`src/rtl/pipelined_addsub.sv`:
```
// rtl/pipelined_addsub.sv - segmented carry-pipelined adder/subtractor with valid/ready handshake
module pipelined_addsub #(
  parameter int WIDTH = 16,
  parameter int SEG   = 4
) (
  input  logic             clk,
  input  logic             rst_n,
  input  logic             in_valid,
  output logic             in_ready,
  input  logic [WIDTH-1:0] a,
  input  logic [WIDTH-1:0] b,
  input  logic             cin,
  input  logic             sub,
  output logic             out_valid,
  input  logic             out_ready,
  output logic [WIDTH-1:0] sum,
  output logic             cout,
  output logic             ovf
);

  localparam int STAGES = WIDTH / SEG;

  // Subtraction is a + ~b + 1, so the conditioned operand and carry-in travel with the beat.
  logic [WIDTH-1:0] b_eff;
  logic             c0;

  assign b_eff = sub ? ~b : b;
  assign c0    = sub | cin;

  for (genvar k = 0; k < STAGES; k++) begin : g_stage
    logic             v_q;
    logic             c_q;
    logic [WIDTH-1:0] s_q;
    logic             rdy;

    logic             v_in;
    logic             c_in;
    logic [SEG-1:0]   a_sl;
    logic [SEG-1:0]   b_sl;
    logic [WIDTH-1:0] s_in;
    logic [SEG:0]     add;
    logic [WIDTH-1:0] s_nxt;

    if (k == 0) begin : g_src
      assign v_in = in_valid;
      assign a_sl = a[SEG-1:0];
      assign b_sl = b_eff[SEG-1:0];
      assign c_in = c0;
      assign s_in = '0;
    end else begin : g_src
      assign v_in = g_stage[k-1].v_q;
      assign a_sl = g_stage[k-1].g_fwd.a_q[k*SEG +: SEG];
      assign b_sl = g_stage[k-1].g_fwd.b_q[k*SEG +: SEG];
      assign c_in = g_stage[k-1].c_q;
      assign s_in = g_stage[k-1].s_q;
    end

    // A stage may advance when it is empty or the stage after it is advancing (bubbles collapse).
    if (k == STAGES - 1) begin : g_rdy
      assign rdy = !v_q || out_ready;
    end else begin : g_rdy
      assign rdy = !v_q || g_stage[k+1].rdy;
    end

    assign add = {1'b0, a_sl} + {1'b0, b_sl} + {{SEG{1'b0}}, c_in};

    // Drop this stage's sum slice into the partial sum carried by the beat.
    always_comb begin
      s_nxt = s_in;
      s_nxt[k*SEG +: SEG] = add[SEG-1:0];
    end

    // Stage register: valid bit, registered carry and accumulated partial sum.
    always_ff @(posedge clk or negedge rst_n) begin
      if (!rst_n) begin
        v_q <= 1'b0;
        c_q <= 1'b0;
        s_q <= '0;
      end else if (rdy) begin
        v_q <= v_in;
        if (v_in) begin
          c_q <= add[SEG];
          s_q <= s_nxt;
        end
      end
    end

    if (k == STAGES - 1) begin : g_last
      logic ovf_q;

      // Signed overflow: operands agree in sign but the result's sign differs.
      always_ff @(posedge clk or negedge rst_n) begin
        if (!rst_n) begin
          ovf_q <= 1'b0;
        end else if (rdy && v_in) begin
          ovf_q <= (a_sl[SEG-1] == b_sl[SEG-1]) && (add[SEG-1] != a_sl[SEG-1]);
        end
      end
    end else begin : g_fwd
      localparam int LO = (k + 1) * SEG;
      logic [WIDTH-1:LO] a_q;
      logic [WIDTH-1:LO] b_q;
      logic [WIDTH-1:LO] a_src;
      logic [WIDTH-1:LO] b_src;

      if (k == 0) begin : g_op
        assign a_src = a[WIDTH-1:LO];
        assign b_src = b_eff[WIDTH-1:LO];
      end else begin : g_op
        assign a_src = g_stage[k-1].g_fwd.a_q[WIDTH-1:LO];
        assign b_src = g_stage[k-1].g_fwd.b_q[WIDTH-1:LO];
      end

      // Only the operand slices later stages still need are carried forward.
      always_ff @(posedge clk or negedge rst_n) begin
        if (!rst_n) begin
          a_q <= '0;
          b_q <= '0;
        end else if (rdy && v_in) begin
          a_q <= a_src;
          b_q <= b_src;
        end
      end
    end
  end

  assign in_ready  = g_stage[0].rdy;
  assign out_valid = g_stage[STAGES-1].v_q;
  assign sum       = g_stage[STAGES-1].s_q;
  assign cout      = g_stage[STAGES-1].c_q;
  assign ovf       = g_stage[STAGES-1].g_last.ovf_q;

endmodule

```
`config.mk`:
```
export PLATFORM = sky130hd
export DESIGN_NAME = pipelined_addsub
export DESIGN_NICKNAME = d
export VERILOG_FILES = /design/src/rtl/pipelined_addsub.sv
export SDC_FILE = /design/constraint.sdc
export NUM_CORES = 1
export LEC_CHECK = 0
export ABC_AREA = 1
export CORE_ASPECT_RATIO = 1.2
export CORE_MARGIN = 3
export CORE_UTILIZATION = 52
export CTS_BUF_LIST = sky130_fd_sc_hd__clkbuf_2
export DETAILED_ROUTE_END_ITERATION = 6
export HOLD_SLACK_MARGIN = 0.02
export MAX_ROUTING_LAYER = met4
export PLACE_DENSITY = 0.77
export RECOVER_POWER = 50
export SYNTH_ARGS = -nofsm -noshare
export SYNTH_HDL_FRONTEND = slang
export SYNTH_SLANG_ARGS = --single-unit
```
`constraint.sdc`:
```
create_clock -name clk -period 1.5 [get_ports clk]
set_clock_uncertainty 0.05 [all_clocks]
set_input_delay 0.15 -clock clk [delete_from_list [all_inputs] [get_ports clk]]
set_output_delay 0.15 -clock clk [all_outputs]
set_load 0.02 [all_outputs]
```
==> results of run 1 <==
-- logic make-up after synthesis --
kind of cell             after synthesis  synth area share
AND/OR/NAND/NOR                      245             0.225
buffers and inverters                 65            0.0644
adder cells (fa/ha/maj)               20            0.0697
flip-flops                            97             0.546
XOR/XNOR                              19            0.0374
AO/OA/AOI/OAI                         49            0.0576
-- cell usage after synthesis --
library cell	n
buf_6	3
fa_1	8
nand3b_1	3
buf_1	2
nand2_1	191
dfrtp_1	97
nand3_1	36
buf_4	2
a21oi_1	5
nand2_2	1
nor2_1	7
inv_2	2
clkbuf_1	5
ha_1	12
xor2_1	17
clkbuf_2	1
o21ai_2	3
buf_2	9
o21ai_0	41
nand4_2	1
xnor2_1	2
nor2_2	1
nand4_1	3
or2_2	2
inv_1	41
-- routing by layer --
layer	GRT usage	up-vias	wire length, um
li1	-	1751	-
met1	0.226	1642	3860
met2	0.328	88	4830
met3	0.0371	27	299
met4	0.0832	0	251
met5	-	-	0
-- power breakdown --
part           internal (mW)  switching [mW]  leakage (nW)
logic                   1.49            1.79          1.66
clock network          0.549           0.834        0.0780
registers               3.39           0.435          1.20
total                   5.42            3.06          2.95
-- how the worst max path moves through the flow --
stage	end	cells after the start
2_1_floorplan	g_stage[0].s_q[1]	8
3_3_place_gp	g_stage[0].c_q	8
5_1_grt	g_stage[2].c_q	10
3_5_place_dp	g_stage[0].s_q[2]	8
6_report	g_stage[2].c_q	10
4_1_cts	in_ready	4
-- timing repair --
item / in CTS / in global routing
gates resized for setup: 53 / 50
buffers inserted: 17 / 9
hold buffers: 2 / 1
gates cloned: 0 / 4
setup endpoints to repair: 31 / 52
endpoints found under the hold margin: 97 / 1
pin swaps: 7 / 9
-- worst register-to-register path: cells and delay by family, from the launching register on --
| kind | cells | cell delay [ns] |
|---|---|---|
| fa+ha+maj | 2 | 0.61 |
| flops | 1 | 0.44 |
| simple gates | 4 | 0.26 |
| buf+inv | 3 | 0.17 |
| compound gates | 1 | 0.09 |
-- flip-flops by register name (all words and copies together) (netlist names) --
name and count:
sum 16, g_stage.s_q 24, cout 1, g_stage.v_q 3, ovf 1, g_stage.g_fwd.a_q 24
out_valid 1, g_stage.g_fwd.b_q 24, g_stage.c_q 3
-- cell type report --
cell class | instances | area, sq um
repair buffers | 113 | 1010
inverters | 43 | 161
flip-flops and latches | 97 | 2430
well taps | 114 | 143
diodes | 1 | 2.50
multi-input cells | 333 | 1820
clock buffers | 10 | 50.0
fillers | 662 | 2550
clock inverters | 5 | 81.3
==> results.py, run 1 <==
metrics = {
    "run_status": {
        "outcome": "finished with violations",
        "violations": "setup timing",
    },
    "die": {
        "initial_core_util": 0.540,
        "rows": 36,
        "dieWidth_um": 90.4,
        "die_height_um": 107,
        "io_pins": 58,
        "core_area_sq_um": 8240,
        "die_area_sq_um": 9710,
    },
    "routing": {
        "num_vias": 3508,
        "firstDrtPassIters": 4,
        "drtIter0Drc": 175,
        "wl_um": 9250,
        "drc": 0,
        "ant_nets": 0,
        "wl_per_cell_um": 12.9,
        "drt-vias-per-instance": 4.90,
    },
    "worst_hold_path": {
        "min_to": "g_stage[0].g_fwd.a_q[5]",
        "hold_path_class": "input pin to flop",
        "min-delay-start": "a[5]",
        "whs_path_depth": 3,
    },
    "timing": {
        "rsz0062_at_grt": "yes",
        "final_max_slew_viol_count": 0,
        "fmax_ghz": 0.589,
        "hold_viol_final": 0,
        "post-route-period-util": 1.13,
        "slew-limit-headroom": 0.297,
        "timing.hold.ws_ns": 0.0580,
        "fin_ws_ns": -0.198,
        "period_minus_slack_ns": 1.70,
        "finalSetupViolCount": 8,
        "tightest_slew_ns": 1.05,
        "finalSetupTns_ns": -0.698,
    },
    "global_routing": {
        "grt_pass1_vias": 3371,
        "gr-total-overflow": 0,
        "grt_util_all_layers": 0.193,
        "antenna_found_initial": 0,
        "grt_max_degree": 52,
        "grt_pass1_wl_um": 14600,
    },
    "setup_path": {
        "crit_chain": "inv_2 > fa_2 > inv_2 > fa_2 > nand2_2 > inv_2 > o21ai_2 > nand2_1 > nand2_2 > nand2_1",
        "startpoint_type": "flop",
        "cpPeakStageDelay_ns": 0.44,
        "cp_slowest_cell": "dfrtp_1",
        "r2r_cells": 10,
        "worstSetupPathType": "flop to flop",
        "path_max_fanout": 2,
        "arrival_ns": 2.10,
        "rrSetupSlack_ns": -0.20,
        "cp.buffers_inverters": 3,
        "critPathMostFrequentCell": "inv_2",
        "rr_startpoint": "g_stage[1].g_fwd.b_q[8]",
        "r2r-end": "g_stage[2].c_q",
        "cp_top_family": "adder cells",
        "crit_start": "g_stage[1].g_fwd.b_q[8]",
        "crit_required_ns": 1.90,
        "end_kind": "flop",
    },
    "finish": {
        "syn_to_final_growth_pct": 28.0,
        "mostFrequentLayoutCell": "nand2_1",
        "nNetsFinal": 655,
        "drive_above_1_share": 0.200,
        "design_area_sq_um": 5690,
        "mostFrequentLayoutCells": "188 x nand2_1, 97 x dfrtp_1, 39 x buf_4",
        "fin_cells": 716,
        "final_util": 0.691,
    },
    "cts": {
        "cts_root_buffer": "clkbuf_2",
        "clkTransAtPathRegs_ns": 0.26,
        "cts_buffers": 9,
        "cts.sinks": 97,
        "insertion_delay_ns": 0.55,
        "cts_tree": "built",
        "cts_buffer_depth": 2,
        "htreeDepth": 3,
    },
    "place": {
        "placed_cells_incl_taps": 668,
        "hpwl_um": 5930,
        "io_buffers": 57,
        "dpl-instance-area_sq_um": 5280,
        "preCtsSetupSlack_ns": -0.658,
        "place_congestion": 0.841,
    },
    "yosys": {
        "synth_area_per_cell_sq_um": 8.99,
        "syn_nets": 553,
        "yosysTopAreaCell": "dfrtp_1",
        "yosysUniqueCellTypes": 25,
        "synth-warning-count": 0,
        "synth.area.top_cells": "dfrtp_1 55%, nand2_1 16%, o21ai_0 4.6%, nand3_1 4.0%, fa_1 3.6%",
        "synth_seq_cells": 97,
        "synth_top_area_frac": 0.546,
        "synthesis.area_sq_um": 4450,
        "syn_inst": 495,
        "ys_seq_area_frac": 0.546,
    },
    "power": {
        "ir_drop_mv": 0.538,
        "p_total_mw": 8.48,
        "leakagePower_nw": 2.95,
        "powerDensity_nw_per_um2": 1490,
    },
    "flow_run": {
        "maxCapViolCount": 0,
    },
}
(Power assumes the default switching activity.)
==> run 2: changes to the inputs <==
- SETUP_SLACK_MARGIN: unset -> 0.02
==> results.py, run 2 (same netlist as run 1, synthesis figures left out) <==
metrics = {
    "routing": {
        "drt-vias-per-instance": 4.79,
        "num_vias": 3384,
        "drtIter0Drc": 145,
        "wl_per_cell_um": 11.7,
        "firstDrtPassIters": 5,
        "wl_um": 8230,
        "ant_nets": 0,
        "drc": 0,
    },
    "timing": {
        "slew-limit-headroom": 0.433,
        "timing.hold.ws_ns": 0.0857,
        "tightest_slew_ns": 0.850,
        "post-route-period-util": 1.09,
        "rsz0062_at_grt": "yes",
        "fmax_ghz": 0.611,
        "period_minus_slack_ns": 1.64,
        "hold_viol_final": 0,
        "fin_ws_ns": -0.136,
        "finalSetupViolCount": 40,
        "final_max_slew_viol_count": 0,
    },
    "setup_path": {
        "r2r_cells": 10,
        "end_kind": "flop",
        "rrSetupSlack_ns": -0.14,
        "rr_startpoint": "g_stage[1].c_q",
        "path_max_fanout": 2,
        "startpoint_type": "flop",
        "r2r-end": "g_stage[2].c_q",
        "arrival_ns": 2.06,
        "worstSetupPathType": "flop to flop",
        "crit_required_ns": 1.92,
    },
    "place": {
        "dpl-instance-area_sq_um": 5310,
        "io_buffers": 57,
        "hpwl_um": 5870,
        "place_congestion": 0.840,
        "placed_cells_incl_taps": 669,
        "preCtsSetupSlack_ns": -0.708,
    },
    "cts": {
        "cts_tree": "built",
        "clkTransAtPathRegs_ns": 0.24,
        "insertion_delay_ns": 0.54,
        "cts_buffers": 9,
        "cts_buffer_depth": 2,
        "cts_root_buffer": "clkbuf_2",
        "cts.sinks": 97,
        "htreeDepth": 3,
    },
    "die": {
        "dieWidth_um": 90.4,
        "die_height_um": 107,
        "initial_core_util": 0.540,
        "core_area_sq_um": 8240,
        "rows": 36,
        "io_pins": 58,
        "die_area_sq_um": 9710,
    },
    "worst_hold_path": {
        "whs_path_depth": 3,
        "min_to": "g_stage[0].g_fwd.a_q[5]",
        "min-delay-start": "a[5]",
        "hold_path_class": "input pin to flop",
    },
    "finish": {
        "mostFrequentLayoutCells": "188 x nand2_1, 97 x dfrtp_1, 35 x clkdlybuf4s50_1",
        "drive_above_1_share": 0.193,
        "antenna_cells": 0,
        "fin_cells": 706,
        "mostFrequentLayoutCell": "nand2_1",
        "syn_to_final_growth_pct": 26.0,
        "top_regs": "g_stage.g_fwd.a_q (24), g_stage.g_fwd.b_q (24), g_stage.s_q (24)",
        "design_area_sq_um": 5600,
        "fill_cells": 675,
        "nNetsFinal": 645,
    },
    "run_status": {
        "violations": "setup timing",
        "outcome": "finished with violations",
    },
    "global_routing": {
        "grt_max_degree": 35,
        "grt_pass1_vias": 3273,
        "grt_util_all_layers": 0.185,
        "gr-total-overflow": 0,
        "antenna_found_initial": 0,
        "grt_pass1_wl_um": 14100,
    },
    "power": {
        "powerDensity_nw_per_um2": 1490,
        "leakagePower_nw": 2.89,
        "ir_drop_mv": 0.518,
    },
    "flow_run": {
        "maxCapViolCount": 0,
    },
}
[run 2: changes by cell type in the layout (fill, tap and decap cells not counted), moves of 3 or more]
cell,previous run,this run
buf_4,39,31
clkbuf_2,28,20
buf_2,2,8
buf_6,2,5
clkbuf_1,4,1
clkbuf_16,4,1
o21ai_1,7,10
o21ai_2,7,4
[run 2: how the worst max path moves through the flow]
stage / from / to / slack, ns / depth (start not counted)
3_3_place_gp: sub / g_stage[0].c_q / -0.59 / 8
3_5_place_dp: sub / g_stage[0].c_q / -0.71 / 8
5_1_grt: g_stage[1].c_q / g_stage[2].c_q / -0.22 / 10
4_1_cts: out_valid / in_ready / -0.17 / 4
2_1_floorplan: sub / g_stage[0].s_q[1] / -0.27 / 8
6_report: g_stage[1].c_q / g_stage[2].c_q / -0.14 / 10
[run 2: metrics by stage]
step	TNS, ns	utilization	total power [mW]
4_1_cts	-0.777	0.678	8.35
6_report	-1.89	0.680	8.35
5_1_grt	-8.29	0.680	9.01
3_3_place_gp	-5.29	0.645	6.72
2_1_floorplan	-0.793	-	5.64
3_5_place_dp	-6.26	0.645	6.86
[run 2: per-layer routing]
| metal | wire (um) | vias to the layer above | GRT usage |
|---|---|---|---|
| met2 | 4120 | 78 | 0.325 |
| met3 | 259 | 15 | 0.0371 |
| li1 | - | 1733 | - |
| met1 | 3660 | 1558 | 0.216 |
| met4 | 193 | 0 | 0.0602 |
| met5 | 0 | - | - |
[run 2: worst max-delay path: stages (launching register included)]
cell	delay, ns
dfrtp_1	0.43
inv_2	0.07
fa_2	0.22
inv_2	0.06
fa_2	0.35
nand2_2	0.07
inv_2	0.04
o21ai_1	0.10
nand2_1	0.07
nand2_2	0.07
nand2_1	0.05
[run 2: what timing repair did]
item	in CTS	in global routing
hold endpoints to repair	97	0
pin swaps	12	7
hold buffers	2	0
setup endpoints to repair	31	55
buffers inserted	12	6
gates resized for setup	75	32
gates cloned	0	1
[run 2: area by class of cell]
type                            instances  area [sq um]  share of cell area
Tap cell                              114           143              0.0255
Timing Repair Buffer                  103           922               0.165
Clock inverter                          7          85.1              0.0152
Clock buffer                            9          45.0             0.00804
Multi-Input combinational cell        333          1820               0.325
Inverter                               43           161              0.0288
Sequential cell                        97          2430               0.433
[run 2: power breakdown]
part / switching, mW / internal (mW)
clock: 0.806 / 0.534
sequential: 0.418 / 3.39
combinational: 1.75 / 1.45
total: 2.98 / 5.38
==> run 3: changes to the inputs <==
- CORE_UTILIZATION: 52 -> 50
- CTS_BUF_LIST: sky130_fd_sc_hd__clkbuf_2 -> unset
- PLACE_DENSITY: 0.77 -> 0.74
==> results.py, run 3 (same netlist as run 1, synthesis figures left out) <==
metrics = {
    "finish": {
        "top_regs": "g_stage.g_fwd.a_q (24), g_stage.g_fwd.b_q (24), g_stage.s_q (24)",
        "mostFrequentLayoutCells": "190 x nand2_1, 97 x dfrtp_1, 34 x nand3_1",
        "nNetsFinal": 633,
        "final_util": 0.648,
        "drive_above_1_share": 0.152,
        "antenna_cells": 0,
        "syn_to_final_growth_pct": 25.4,
        "mostFrequentLayoutCell": "nand2_1",
        "design_area_sq_um": 5580,
    },
    "cts": {
        "cts.sinks": 97,
        "cts_tree": "built",
        "cts_buffer_depth": 2,
        "cts_root_buffer": "clkbuf_8",
        "insertion_delay_ns": 0.35,
        "clkTransAtPathRegs_ns": 0.09,
        "cts_buffers": 9,
        "htreeDepth": 3,
    },
    "timing": {
        "timing.hold.ws_ns": 0.293,
        "tightest_slew_ns": 0.758,
        "finalSetupTns_ns": -0.415,
        "fmax_ghz": 0.614,
        "hold_viol_final": 0,
        "period_minus_slack_ns": 1.63,
        "post-route-period-util": 1.09,
        "final_max_slew_viol_count": 0,
        "finalSetupViolCount": 6,
        "rsz0062_at_grt": "yes",
        "slew-limit-headroom": 0.495,
        "fin_ws_ns": -0.130,
    },
    "setup_path": {
        "r2r-end": "g_stage[2].c_q",
        "crit_start": "g_stage[1].g_fwd.a_q[8]",
        "r2r_cells": 10,
        "startpoint_type": "flop",
        "crit_chain": "inv_2 > fa_2 > inv_2 > fa_2 > nand2_1 > inv_1 > o21ai_1 > nand2_1 > nand2_2 > nand2_1",
        "worstSetupPathType": "flop to flop",
        "cpPeakStageDelay_ns": 0.39,
        "rrSetupSlack_ns": -0.13,
        "rr_startpoint": "g_stage[1].g_fwd.a_q[8]",
        "end_kind": "flop",
        "cp_slowest_cell": "dfrtp_1",
        "endpoint": "g_stage[2].c_q",
        "crit_required_ns": 1.70,
        "critPathMostFrequentCell": "nand2_1",
        "arrival_ns": 1.83,
        "path_max_fanout": 2,
    },
    "place": {
        "io_buffers": 57,
        "hpwl_um": 6020,
        "dpl-instance-area_sq_um": 5300,
        "place_congestion": 0.832,
    },
    "die": {
        "rows": 37,
        "io_pins": 58,
        "die_height_um": 109,
        "die_area_sq_um": 10100,
        "initial_core_util": 0.517,
        "core_area_sq_um": 8610,
        "dieWidth_um": 92.1,
    },
    "power": {
        "leakagePower_nw": 2.89,
        "power_frac_comb": 0.352,
        "switchingPower_mw": 2.93,
        "sequentialPowerShare": 0.453,
        "p_int_mw": 5.51,
        "p_clk_frac": 0.195,
        "p_sw_frac": 0.347,
        "ir_drop_mv": 0.595,
        "powerDensity_nw_per_um2": 1510,
    },
    "routing": {
        "drtIter0Drc": 142,
        "drc": 0,
        "ant_nets": 0,
        "firstDrtPassIters": 4,
        "drt-vias-per-instance": 4.78,
        "wl_per_cell_um": 11.6,
        "wl_um": 8080,
        "num_vias": 3333,
    },
    "run_status": {
        "outcome": "finished with violations",
        "violations": "setup timing",
    },
    "flow_run": {
        "maxCapViolCount": 0,
    },
    "global_routing": {
        "met1_usage": 0.210,
        "grt_max_degree": 36,
        "grtUsageMet3": 0.0322,
        "antenna_found_initial": 0,
        "grt_busiest_layer": "met2",
        "grt_pass1_wl_um": 14200,
        "grt_util_all_layers": 0.183,
        "gr-total-overflow": 0,
        "grt_pass1_vias": 3335,
        "met2_usage": 0.320,
    },
    "worst_hold_path": {
        "hold_path_class": "input pin to flop",
    },
}
[run 3: worst min path at each step]
stage,from,endpoint,slack (ns),cells after the start
floorplan,rst_n,cout,-0.20,0
global placement,rst_n,sum[10],0.06,1
detailed placement,rst_n,sum[9],0.06,1
CTS,rst_n,sum[9],0.21,2
global route,a[9],g_stage[0].g_fwd.a_q[9],0.30,3
finish,a[6],g_stage[0].g_fwd.a_q[6],0.29,3
[run 3: metal layers]
layer	part of all wire	vias to the layer above
met1	0.45	1530
met2	0.49	72
met5	0	-
li1	-	1713
met4	0.020	0
met3	0.038	18
[run 3: final cells by class]
type                    instances  area, sq um
multi-input cells             333         1810
well taps                     117          146
clock inverters                 6         57.6
fillers                       763         3030
repair buffers                 91          842
clock buffers                  10          138
inverters                      43          161
flip-flops and latches         97         2430
[run 3: metrics by stage]
| step | cells | worst slack [ns] | power, mW |
|---|---|---|---|
| 2_1_floorplan | 495 | -0.274 | 5.64 |
| 3_3_place_gp | 672 | -0.596 | 6.71 |
| 3_5_place_dp | 672 | -0.669 | 6.85 |
| 4_1_cts | 694 | -0.145 | 8.43 |
| 5_1_grt | 697 | -0.205 | 9.11 |
| 6_report | 697 | -0.130 | 8.44 |
[run 3: what timing repair did]
item | in CTS | in global routing
endpoints found under the hold margin | 48 | 0
buffers inserted | 5 | 3
hold buffers | 1 | 0
pin swaps | 15 | 10
resized for setup | 38 | 13
setup endpoints to repair | 58 | 40
[run 3: critical path: cells and delay by family (launching register included)]
kind | cells | cell delay [ns]
adders and majority gates | 2 | 0.55
DFF | 1 | 0.39
and+or+nand+nor | 4 | 0.27
buffers and inverters | 3 | 0.18
AOI/OAI and AO/OA | 1 | 0.11
[run 3: power groups by stage]
stage / Combinational (mW) / Clock [mW] / Sequential [mW]
4_1_cts: 2.91 / 1.69 / 3.83
3_3_place_gp: 2.87 / 0 / 3.85
5_1_grt: 3.39 / 1.79 / 3.94
3_5_place_dp: 2.97 / 0 / 3.88
6_report: 2.97 / 1.65 / 3.82
2_1_floorplan: 1.57 / 0 / 4.07
